**src/rtl/phase_pkg.sv**
```systemverilog
// Shared encodings for the four-phase instruction-cycle controller.
// States are one-hot; each phase index names the flop that carries that state.
package phase_pkg;

  localparam int PH_IDLE = 0;
  localparam int PH_P1   = 1;
  localparam int PH_P2   = 2;
  localparam int PH_P3   = 3;
  localparam int PH_P4   = 4;
  localparam int PH_ERR  = 5;

  localparam logic [5:0] ST_IDLE = 6'b000001;
  localparam logic [5:0] ST_P1   = 6'b000010;
  localparam logic [5:0] ST_P2   = 6'b000100;
  localparam logic [5:0] ST_P3   = 6'b001000;
  localparam logic [5:0] ST_P4   = 6'b010000;
  localparam logic [5:0] ST_ERR  = 6'b100000;

  localparam int DEFAULT_WAIT_MAX = 15;

endpackage

```
**src/rtl/phase_sequencer_if.sv**
```systemverilog
// Control/status bundle between the processor core and the phase sequencer.
interface phase_sequencer_if #(
  parameter int CNT_W = 16
);
  logic             start;
  logic             step_mode;
  logic             halt_req;
  logic             mem_ready;
  logic             p1;
  logic             p2;
  logic             p3;
  logic             p4;
  logic             running;
  logic             halted;
  logic             bus_error;
  logic [CNT_W-1:0] retired;

  modport master (
    output start, step_mode, halt_req, mem_ready,
    input  p1, p2, p3, p4, running, halted, bus_error, retired
  );

  modport slave (
    input  start, step_mode, halt_req, mem_ready,
    output p1, p2, p3, p4, running, halted, bus_error, retired
  );
endinterface

```
**src/rtl/wait_timer.sv**
```systemverilog
// Counts cycles that fetch has been stretched waiting for instruction memory.
// expired is high once the count has reached WAIT_MAX.
module wait_timer #(
  parameter int WAIT_MAX = 15
) (
  input  logic clk,
  input  logic reset,
  input  logic clr,
  input  logic en,
  output logic expired
);

  logic [7:0] cnt;

  always_ff @(posedge clk or negedge reset) begin
    if (!reset) begin
      cnt <= 8'd0;
    end else if (clr) begin
      cnt <= 8'd0;
    end else if (en) begin
      cnt <= cnt + 8'd1;
    end
  end

  assign expired = (cnt == 8'(WAIT_MAX));

endmodule

```
**src/rtl/phase_sequencer.sv**
```systemverilog
// Four-phase instruction-cycle controller: one-hot phase FSM with fetch stretch,
// bus-error timeout, run/halt/single-step control and a retired-instruction counter.
module phase_sequencer
  import phase_pkg::*;
#(
  parameter int WAIT_MAX = DEFAULT_WAIT_MAX,
  parameter int CNT_W    = 16
) (
  input logic               clk,
  input logic               reset,
  phase_sequencer_if.slave  bus
);

  logic [5:0]       state;
  logic [5:0]       state_nxt;
  logic             halt_lat;
  logic             halted_q;
  logic [CNT_W-1:0] retired_q;
  logic             in_phase;
  logic             halt_now;
  logic             wait_expired;
  logic             wait_clr;
  logic             wait_en;

  assign in_phase = |state[PH_P4:PH_P1];
  // A halt_req arriving during P4 itself must still end the run at this P4 exit.
  assign halt_now = halt_lat | (bus.halt_req & state[PH_P4]);

  assign wait_clr = ~state[PH_P1] | bus.mem_ready | wait_expired;
  assign wait_en  = state[PH_P1] & ~bus.mem_ready;

  wait_timer #(
    .WAIT_MAX (WAIT_MAX)
  ) u_wait_timer (
    .clk     (clk),
    .reset   (reset),
    .clr     (wait_clr),
    .en      (wait_en),
    .expired (wait_expired)
  );

  always_comb begin
    state_nxt = state;
    unique case (state)
      ST_IDLE: if (bus.start) state_nxt = ST_P1;
      ST_P1: begin
        if (bus.mem_ready)      state_nxt = ST_P2;
        else if (wait_expired)  state_nxt = ST_ERR;
      end
      ST_P2:   state_nxt = ST_P3;
      ST_P3:   state_nxt = ST_P4;
      ST_P4: begin
        if (halt_now || bus.step_mode) state_nxt = ST_IDLE;
        else                           state_nxt = ST_P1;
      end
      ST_ERR:  if (bus.start) state_nxt = ST_IDLE;
      default: state_nxt = ST_IDLE;
    endcase
  end

  always_ff @(posedge clk or negedge reset) begin
    if (!reset) begin
      state <= ST_IDLE;
    end else begin
      state <= state_nxt;
    end
  end

  always_ff @(posedge clk or negedge reset) begin
    if (!reset) begin
      halt_lat <= 1'b0;
    end else if (state_nxt[PH_IDLE]) begin
      halt_lat <= 1'b0;
    end else if (in_phase && bus.halt_req) begin
      halt_lat <= 1'b1;
    end
  end

  always_ff @(posedge clk or negedge reset) begin
    if (!reset) begin
      halted_q <= 1'b0;
    end else if (state[PH_IDLE] && bus.start) begin
      halted_q <= 1'b0;
    end else if (state[PH_P4] && halt_now) begin
      halted_q <= 1'b1;
    end
  end

  always_ff @(posedge clk or negedge reset) begin
    if (!reset) begin
      retired_q <= '0;
    end else if (state[PH_P4]) begin
      retired_q <= retired_q + 1'b1;
    end
  end

  assign bus.p1        = state[PH_P1];
  assign bus.p2        = state[PH_P2];
  assign bus.p3        = state[PH_P3];
  assign bus.p4        = state[PH_P4];
  assign bus.running   = in_phase;
  assign bus.bus_error = state[PH_ERR];
  assign bus.halted    = halted_q;
  assign bus.retired   = retired_q;

endmodule
```
**src/flat_wrapper.sv**
```systemverilog
// flat-port wrapper written by rule: the top's interface ports become plain ports
module phase_sequencer_flat import phase_pkg::*;
#(
  parameter int WAIT_MAX = DEFAULT_WAIT_MAX,
  parameter int CNT_W    = 16
)
  (clk, reset, bus_start, bus_step_mode, bus_halt_req, bus_mem_ready, bus_p1, bus_p2, bus_p3, bus_p4, bus_running, bus_halted, bus_bus_error, bus_retired);
  phase_sequencer_if #(.CNT_W(CNT_W)) bus_i ();
  input logic clk;
  input logic reset;
  input wire logic [$bits(bus_i.start)-1:0] bus_start;
  input wire logic [$bits(bus_i.step_mode)-1:0] bus_step_mode;
  input wire logic [$bits(bus_i.halt_req)-1:0] bus_halt_req;
  input wire logic [$bits(bus_i.mem_ready)-1:0] bus_mem_ready;
  output wire logic [$bits(bus_i.p1)-1:0] bus_p1;
  output wire logic [$bits(bus_i.p2)-1:0] bus_p2;
  output wire logic [$bits(bus_i.p3)-1:0] bus_p3;
  output wire logic [$bits(bus_i.p4)-1:0] bus_p4;
  output wire logic [$bits(bus_i.running)-1:0] bus_running;
  output wire logic [$bits(bus_i.halted)-1:0] bus_halted;
  output wire logic [$bits(bus_i.bus_error)-1:0] bus_bus_error;
  output wire logic [$bits(bus_i.retired)-1:0] bus_retired;
  assign bus_i.start = bus_start;
  assign bus_i.step_mode = bus_step_mode;
  assign bus_i.halt_req = bus_halt_req;
  assign bus_i.mem_ready = bus_mem_ready;
  assign bus_p1 = bus_i.p1;
  assign bus_p2 = bus_i.p2;
  assign bus_p3 = bus_i.p3;
  assign bus_p4 = bus_i.p4;
  assign bus_running = bus_i.running;
  assign bus_halted = bus_i.halted;
  assign bus_bus_error = bus_i.bus_error;
  assign bus_retired = bus_i.retired;
  phase_sequencer #(.WAIT_MAX(WAIT_MAX), .CNT_W(CNT_W)) u_core (.clk(clk), .reset(reset), .bus(bus_i));
endmodule
```
**config.mk**
```make
export PLATFORM = sky130hd
export DESIGN_NAME = phase_sequencer_flat
export DESIGN_NICKNAME = d
export VERILOG_FILES = /design/src/rtl/phase_pkg.sv /design/src/rtl/phase_sequencer_if.sv /design/src/rtl/wait_timer.sv /design/src/rtl/phase_sequencer.sv /design/src/flat_wrapper.sv
export SDC_FILE = /design/constraint.sdc
export NUM_CORES = 1
export LEC_CHECK = 0
export CORE_MARGIN = 1.5
export CORE_UTILIZATION = 45
export CTS_BUF_LIST = sky130_fd_sc_hd__clkbuf_4 sky130_fd_sc_hd__clkbuf_8
export DETAILED_ROUTE_END_ITERATION = 10
export MAX_ROUTING_LAYER = met4
export PLACE_DENSITY = 0.72
export SKIP_LAST_GASP = 1
export SLEW_MARGIN = 15
export SYNTH_ARGS = -nofsm -noshare
export SYNTH_HDL_FRONTEND = slang
export SYNTH_SLANG_ARGS = --single-unit
```
**constraint.sdc**
```tcl
create_clock -name clk -period 2.35 [get_ports clk]
set_clock_uncertainty 0.2 [all_clocks]
set_input_delay 0.47 -clock clk [delete_from_list [all_inputs] [get_ports clk]]
set_output_delay 0.47 -clock clk [all_outputs]
set_load 0.005 [all_outputs]
```
==> results by group <==
Status
  • Run status: completed

Global routing
  • Number of antenna violations at the first check in global routing: 0
  • GR Util All Layers: 18.6%
  • Global-route wire length before repair: 4840 µm
  • Largest net degree at the start of global routing: 33
  • Vias in the first global route: 1,120
  • Grt total ovfl: 0

Logic synthesis
  • Top FF cell, synth: dfrtp_1
  • Area share of the largest cell type after synthesis: 50.3%
  • Syn Std Cell Area: 0.00154 mm²
  • Largest family of logic cells by synthesized area: simple AND/OR/NAND/NOR gates
  • Post-synth cell types: 42
  • Multiplexer share of the synthesized area: 0.730%
  • Asr flop ratio synth: 100%
  • Synth Area in XOR/XNOR: 10.8%
  • Synth Area in Compound Gates: 8.03%
  • Adder-Cell Fraction of Synth Area: 1.62%
  • Post-synth net total: 148
  • Syn Area/Cell: 11.0 µm²
  • EDFF count, synth: 0
  • Yosys reg bits: 32
  • Post-Synth Simple-Gate Area: 25.1%
  • Largest area contributor in the netlist: dfrtp_1
  • Ys Warns: 0
  • Cells after Synth: 140
  • Synth area leaders: dfrtp_1, xor2_1, xnor2_1, nor2_1, nand2_1
  • Sequential share of the synthesized area: 52.0%

Clocking
  • Clock Sinks: 32
  • Clock slew at reported path FFs: 0.09 ns
  • Max Buffers Root-to-Sink: 2
  • Clk_lat worst skew: 0.34 ns
  • Cts-stage hold buffer count: 0
  • Root buffer cell: clkbuf_4
  • Num CTS Buffers: 5
  • H-tree depth: 2
  • CTS tree: done

Floorplan
  • Starting Density: 46.6%
  • Core Area: 0.00331 mm²
  • Die area: 0.00379 mm²
  • Die Span Y: 61.6 µm
  • I/O pin count: 29
  • Die Wd: 61.6 µm
  • Rows: 21

Worst setup path
  • WP data arrival: 1.63 ns
  • CP max FO: 4
  • Crit path launch type: register
  • WP data required: 1.68 ns
  • Crit end category: primary output
  • Type of the worst setup path: reg2out

Timing
  • WHS: 0.259 ns
  • Final Hold Fails: 0
  • Worst-margin pin slew: 0.462 ns
  • Final Worst Setup Slack: 0.0531 ns
  • Min Tclk post-route: 2.30 ns
  • Endpoints failing setup: 0
  • Setup TNS: 0 ns
  • Final Cycle Share: 97.7%
  • Fmax: 435 MHz
  • Slew Viols, Final: 0
  • Max-slew headroom: 69.0%

Detailed routing
  • Routed WL per cell: 13.2 µm
  • Via count of the routed design: 1,176
  • Vias/cell: 5.18
  • DRT Pass-1 Iters: 4
  • Routed Wire Length: 2990 µm
  • First DRT Iteration DRCs: 53
  • DRT antenna net count: 0
  • Drt drc: 0

Place
  • Hpwl dp: 2150 µm
  • Placed cell count: 215
  • Placer Congestion: 0.801
  • Input/output buffers: 28
  • Dpl ws: 0.171 ns
  • Post-DP Area: 0.00189 mm²

Power and ir drop
  • Leakage: 0.894 nW
  • Total power: 1.36 mW
  • Max VDD drop: 0.460 mV
  • Power Density: 688 mW/mm²

Final layout
  • Layout cells sized above 1: 14.4%
  • Layout Cells excl Fill: 227
  • Util after Layout: 59.8%
  • Antenna cell count: 0
  • Final nets: 188
  • Area added between synthesis and finish: 28.4%
  • Post-route cell area: 0.00198 mm²

Min path
  • Hold WC Path Type: reg2reg

Job
  • Max Cap Viol: 0
[what timing repair did]
item | 4_1_cts | 5_1_grt
setup buffers | 2 | 2
endpoints found under the setup margin | 1 | 1
cloned | 0 | 0
gates resized for setup | 2 | 1
pin swaps | 0 | 2
[critical path, stage by stage (launching register included)]
cell and delay (ns):
dfrtp_2 0.42, or3_4 0.40, or2_1 0.26, clkdlybuf4s15_1 0.21
[placed cells by master, fill, tap and decap left out, types with 4 or more instances in the layout]
cell and n:
buf_4 7, xnor2_1 9, nand2_1 8, nand4_1 4
clkbuf_4 5, nand3_1 4, a21oi_1 5, xor2_1 10
clkdlybuf4s50_1 27, nor2_1 16, dfrtp_1 30
[final cells by class]
type / count / area (µm²)
Clock buffer: 6 / 51.3
Clock inverter: 2 / 10.0
Fill cell: 283 / 1330
Inverter: 3 / 11.3
Multi-Input combinational cell: 103 / 714
Sequential cell: 32 / 803
Tap cell: 46 / 57.6
Timing Repair Buffer: 35 / 333
[per-layer routing]
layer | global-route usage (%) | part of all wire (%) | up-vias
met5 | - | 0 | -
met4 | 6.99 | 1.5 | 0
met3 | 8.40 | 3.7 | 6
met2 | 28.4 | 50 | 21
met1 | 21.6 | 44 | 575
li1 | - | - | 574
[cell families after synthesis]
| kind of cell | after synthesis |
|---|---|
| simple gates | 64 |
| flops | 32 |
| xor+xnor | 19 |
| compound gates | 17 |
| buf+inv | 5 |
| fa+ha+maj | 2 |
| mux | 1 |
[state kept, by name, indices dropped and copies added, names as in the netlist]
register                 count
u_core.halt_lat              1
u_core.bus.retired          16
u_core.state                 6
u_core.bus.halted            1
u_core.u_wait_timer.cnt      8
[final timing paths]
path | start | endpoint | slack (ns) | cells past startpoint
hold reg to reg | u_core.u_wait_timer.cnt[0] | u_core.u_wait_timer.cnt[0] | 0.26 | 1
max in group asynchronous | reset | u_core.state[0] | 1.32 | 2
hold / removal | u_core.u_wait_timer.cnt[0] | u_core.u_wait_timer.cnt[0] | 0.26 | 1
min in group asynchronous | reset | u_core.bus.retired[2] | 0.31 | 2
setup / recovery | u_core.state[2] | bus_running | 0.05 | 3
setup reg to reg | u_core.state[4] | u_core.halt_lat | 0.50 | 5
[cell usage after synthesis (2+ instances only)]
library cell,number
xor2_1,10
o21a_1,2
nand3_1,4
nor3b_1,3
dfrtp_1,31
o21ai_0,2
nand4_1,4
a21oi_1,5
xnor2_1,9
inv_1,3
buf_4,2
or3_1,2
nand2b_1,3
nor3_1,2
ha_1,2
nand2_1,8
nor4_1,3
nor3_2,2
nor2_1,16
o32ai_1,2
and3_1,3
nor4b_1,2
[where the power goes]
part           switching (mW)  total, mW  leakage (nW)  internal [mW]
Sequential             0.0562      0.662         0.439          0.605
Combinational           0.165      0.369         0.416          0.204
Clock                   0.189      0.331        0.0380          0.142
Total                   0.410       1.36         0.894          0.952
No activity file was read; power rests on OpenSTA's default activity.
==> RTL change 1: new RTL, config.mk and constraints unchanged <==
The package constant `PH_P4` goes from 4 to 3.
--- a/src/rtl/phase_pkg.sv
+++ b/src/rtl/phase_pkg.sv
@@ -6,7 +6,7 @@
   localparam int PH_P1   = 1;
   localparam int PH_P2   = 2;
   localparam int PH_P3   = 3;
-  localparam int PH_P4   = 4;
+  localparam int PH_P4   = 3;
   localparam int PH_ERR  = 5;
 
   localparam logic [5:0] ST_IDLE = 6'b000001;
Check against the original RTL: not equivalent (a bounded check fails within 4 cycles, from zero or initial values and one cycle with reset low).
==> RTL change 1 against the original RTL <==
- fmax increased by 2.5%
- area after synthesis increased by 1.2%
- synthesized cell count increased by 7.1%
- setup slack improved by 0.056 ns
- utilization decreased by 1.1 points
- sequential share of layout area increased by 0.53 points
- design area decreased by 1.1%
- power increased by 6.5%
- register-to-register slack about the same
- clock power increased by 7.3%
- combinational power increased by 6.0%
- sequential cell count unchanged
- routed wire length increased by 1.4%
- critical path type unchanged
- largest cell class unchanged
==> RTL change 1: results (changes against the original RTL) <==
stage,metric,value,unit,change
placed_design,place_area,1880,um^2,-0.66%
setup_path,cp_max_fo,8,,+4
layout,fill_cells,307,,+8.5%
setup_path,cp_top_family,buffers and inverters,,
routing,viasPerCell,5.20,,+0.31%
routing,via_count,1190,,+1.2%
routing,drt-initial-drc-count,24,,-55%
setup_path,worstPathArrival,1.57,ns,-0.06 ns
global_routing,grt_pass1_vias,1146,,+2.3%
placed_design,dp.cells,220,,+2.3%
placed_design,place_ws,0.330,ns,+0.159 ns
global_routing,grt_first_pass_wirelength,5120,um,+5.9%
synthesis,synth_fp_nets,158,,+6.8%
power,power_density,741,nW/um^2,+7.7%
timing,holdWs,0.262,ns,+0.00300 ns
synthesis,ys_types,44,,+4.8%
timing,worstMarginPinSlew,0.471,ns,+0.00880 ns
placed_design,gp_congestion,0.762,,-4.9%
synthesis,ys_seq_area_frac,0.514,,-0.00625
global_routing,grtUsageTotal,0.193,,+0.00698
placed_design,dpl.hpwl,2170,um,+0.99%
power,ir_worst_vdd,612,uV,+33%
synthesis,yosys-top-cells-count,"31 x dfrtp_1, 16 x nor2_1, 13 x xnor2_1",,
layout,drive_gt1_frac,0.115,,-0.0289
status,status,completed,,
routing,wire_per_inst,13.2,um,+0.52%
synthesis,avgSynthCellArea,10.4,um^2,-5.5%
layout,nNetsFinal,190,,+1.1%
synthesis,synthTopCellsByArea,"dfrtp_1 50%, xnor2_1 7.3%, xor2_1 5.0%, nor2_1 3.8%, nand3_1 3.2%",,
[RTL change 1: area by class of cell]
class,instances,area share
clock buffer,8,0.0339
inverter,4,0.00767
multi-input combinational,108,0.364
sequential,32,0.411
tap,46,0.0294
timing repair buffer,31,0.155
[RTL change 1: worst paths after layout]
check | end | depth (start not counted)
min in group asynchronous | u_core.halt_lat$_DFFE_PN0P_ | 2
setup reg to reg | u_core.state[5]$_DFFE_PN0P_ | 4
max in group asynchronous | u_core.state[0]$_DFF_PN1_ | 2
hold reg to reg | u_core.u_wait_timer.cnt[0]$_DFFE_PN0P_ | 1
setup / recovery | bus_running | 3
hold / removal | u_core.u_wait_timer.cnt[0]$_DFFE_PN0P_ | 1
[RTL change 1: cell families after synthesis]
kind of cell    share of synthesized area
compound gates                     0.0617
xor+xnor                            0.123
fa+ha+maj                          0.0160
buf+inv                            0.0344
flops                               0.514
mux                               0.00721
simple gates                        0.244
[RTL change 1: worst register-to-register path, delay by kind of cell (launching register included)]
kind,cells,cell delay (ns)
compound gates,1,0.13
flops,1,0.47
simple gates,3,0.99
[RTL change 1: where the power goes]
part | switching (mW) | total [mW] | internal [mW]
Sequential | 0.0908 | 0.705 | 0.614
Combinational | 0.179 | 0.391 | 0.211
Clock | 0.184 | 0.355 | 0.171
Total | 0.454 | 1.45 | 0.996
[RTL change 1: repair_timing]
action | 4_1_cts | 5_1_grt
pin swaps | 1 | 0
setup endpoints to repair | 1 | 1
buffers inserted | 0 | 1
resized for setup | 2 | 1
[RTL change 1: routing by layer]
metal  up-vias  routed length [um]  track usage
met5         -                   0            -
met4         0                  51       0.0729
met3         5                 123       0.0621
met2        19                1430        0.290
met1       576                1420        0.245
li1        590                   -            -
==> RTL change 2: new RTL, same settings <==
Without the edit above. Register the output `bus.bus_error`, without a reset; this adds one clock of latency there.
--- a/src/rtl/phase_sequencer.sv
+++ b/src/rtl/phase_sequencer.sv
@@ -99,7 +99,9 @@
   assign bus.p3        = state[PH_P3];
   assign bus.p4        = state[PH_P4];
   assign bus.running   = in_phase;
-  assign bus.bus_error = state[PH_ERR];
+  always_ff @(posedge clk) begin
+    bus.bus_error <= state[PH_ERR];
+  end
   assign bus.halted    = halted_q;
   assign bus.retired   = retired_q;
 
Behaviour: no difference found for any inputs over 10 cycles, from zero or initial values and one cycle with reset low; that may be too few to reach the edited logic, so the function may still have changed.
==> RTL change 2 against the original RTL <==
- count of clock-buffer cells in the layout is 1 higher
- power is 7.4% higher
- routed wire length is 3.0% lower
- clock power is 37% higher
- via count is 1.1% lower
- sequential cell count is 1 higher
- die area is 1.2% higher
- design area is 1.7% higher
- area after synthesis is 1.3% higher
- setup slack better by 0.030 ns
- critical path type unchanged
- largest power group unchanged
==> RTL change 2: results (changes against the original RTL) <==
stage,metric,value,unit,change
hold_path,min-delay-start,u_core.u_wait_timer.cnt[0]$_DFFE_PN0P_,,
clocking,cts_setup_buffers,2,,unchanged
setup_path,rr_endpoint,u_core.halt_lat$_DFFE_PN0P_,,
placed_design,gp_congestion,0.767,,-4.3%
power,switching_share,0.271,,-0.0306
setup_path,ff2ff_path_depth,5,,unchanged
clocking,clk-insertion-delay-late,0.33,ns,
global_routing,grtUsageTotal,0.177,,-0.00944
layout,largest_register_ffs,16,,unchanged
clocking,htreeDepth,2,,unchanged
hold_path,hold_depth,1,,unchanged
power,p_clk_frac,0.311,,+0.068
synthesis,yosysWarnings,0,,unchanged
routing,first_pass_iters,5,,+1
layout,nNetsFinal,187,,-0.53%
synthesis,synthTopCellsByArea,"dfrtp_1 50%, xor2_1 5.6%, xnor2_1 5.0%, nor2_1 3.8%, nand2_1 1.9%",,
timing,fmax,0.441,GHz,+1.3%
clocking,clk_pin_slew,0.10,ns,
routing,drt-initial-drc-count,59,,+11%
setup_path,worstPathArrival,1.60,ns,-0.03 ns
synthesis,yosys-top-cells-count,"31 x dfrtp_1, 16 x nor2_1, 10 x xor2_1",,
global_routing,grt_max_degree,33,,unchanged
layout,fill_cells,286,,+1.1%
placed_design,io_buffers,28,,unchanged
routing,drt-total-wl,2900,um,-3.0%
setup_path,cpMaxStageDelayCell,or3_4,,
routing,via_count,1163,,-1.1%
clocking,root_buffer,clkbuf_4,,
power,ir_worst_vdd,408,uV,-11%
synthesis,avgSynthCellArea,11.1,um^2,+0.58%
status,status,completed,,
synthesis,synthArstFlopShare,0.970,,-0.0303
layout,drive_gt1_frac,0.139,,-0.00476
global_routing,grt_first_pass_wirelength,4780,um,-1.1%
hold_path,min_to,u_core.u_wait_timer.cnt[0]$_DFFE_PN0P_,,
power,powerSeq,0.676,mW,+2%
synthesis,synth_fp_nets,149,,+0.68%
clocking,numCtsBuffers,5,,unchanged
clocking,ctsResizeCount,3,,+1
setup_path,cp_top_family,simple AND/OR/NAND/NOR gates,,
power,p_leak,0.901,nW,+0.80%
layout,fin_cells,226,,-0.44%
global_routing,antenna_found_initial,0,,unchanged
setup_path,cp_max_fo,5,,+1
synthesis,ys_seq_area_frac,0.526,,+0.00615
synthesis,ys_types,43,,+2.4%
timing,slew_headroom,0.643,,-0.0465
placed_design,dp.cells,216,,+0.47%
placed_design,dpl.hpwl,2150,um,-0.22%
layout,n_antenna_cell,0,,unchanged
placed_design,place_ws,0.155,ns,-0.0160 ns
global_routing,grt_pass1_vias,1110,,-0.89%
routing,drtAntennaViolNets,0,,unchanged
setup_path,cpPeakStageDelay,0.41,ns,
RTL change 2: per-layer routing:
metal | routed length [um] | share of wire | track usage
met3 | 91 | 0.031 | 0.0559
met2 | 1470 | 0.51 | 0.277
met1 | 1310 | 0.45 | 0.214
met5 | 0 | 0 | -
met4 | 25 | 0.0086 | 0.0669
RTL change 2: final cells by class:
type	instances	share of cell area
multi-input combinational	103	0.355
tap	46	0.0286
clock buffer	7	0.0292
sequential	33	0.409
inverter	3	0.00559
timing repair buffer	33	0.158
clock inverter	1	0.0149
RTL change 2: kinds of logic (layout without fill, tap and decap cells):
kind of cell             count (synthesis)  count (layout)  share of synthesized area
AO/OA/AOI/OAI                           17              17                     0.0793
buffers and inverters                    5              44                     0.0168
adder cells (fa/ha/maj)                  2               2                     0.0160
multiplexers                             1               1                    0.00721
AND/OR/NAND/NOR                         64              64                      0.248
flip-flops                              33              33                      0.526
XOR/XNOR                                19              19                      0.106
RTL change 2: how the worst max path moves through the flow:
stage | cells after the start | from | endpoint
after detailed placement | 3 | u_core.state[2]$_DFFE_PN0P_ | bus_running
after global placement | 3 | u_core.state[2]$_DFFE_PN0P_ | bus_running
after floorplan | 2 | u_core.state[1]$_DFFE_PN0P_ | bus_running
after global routing | 3 | u_core.state[1]$_DFFE_PN0P_ | bus_running
final | 3 | u_core.state[1]$_DFFE_PN0P_ | bus_running
after CTS | 3 | u_core.state[2]$_DFFE_PN0P_ | bus_running
RTL change 2: per-stage QoR:
stage	instance area, um^2	hold slack (ns)	total power [mW]
after floorplan	1560	-0.0256	0.864
after CTS	2010	0.263	1.47
final	2010	0.256	1.46
after global routing	2010	0.292	1.54
after global placement	1910	0.239	1.00
after detailed placement	1910	0.250	1.02
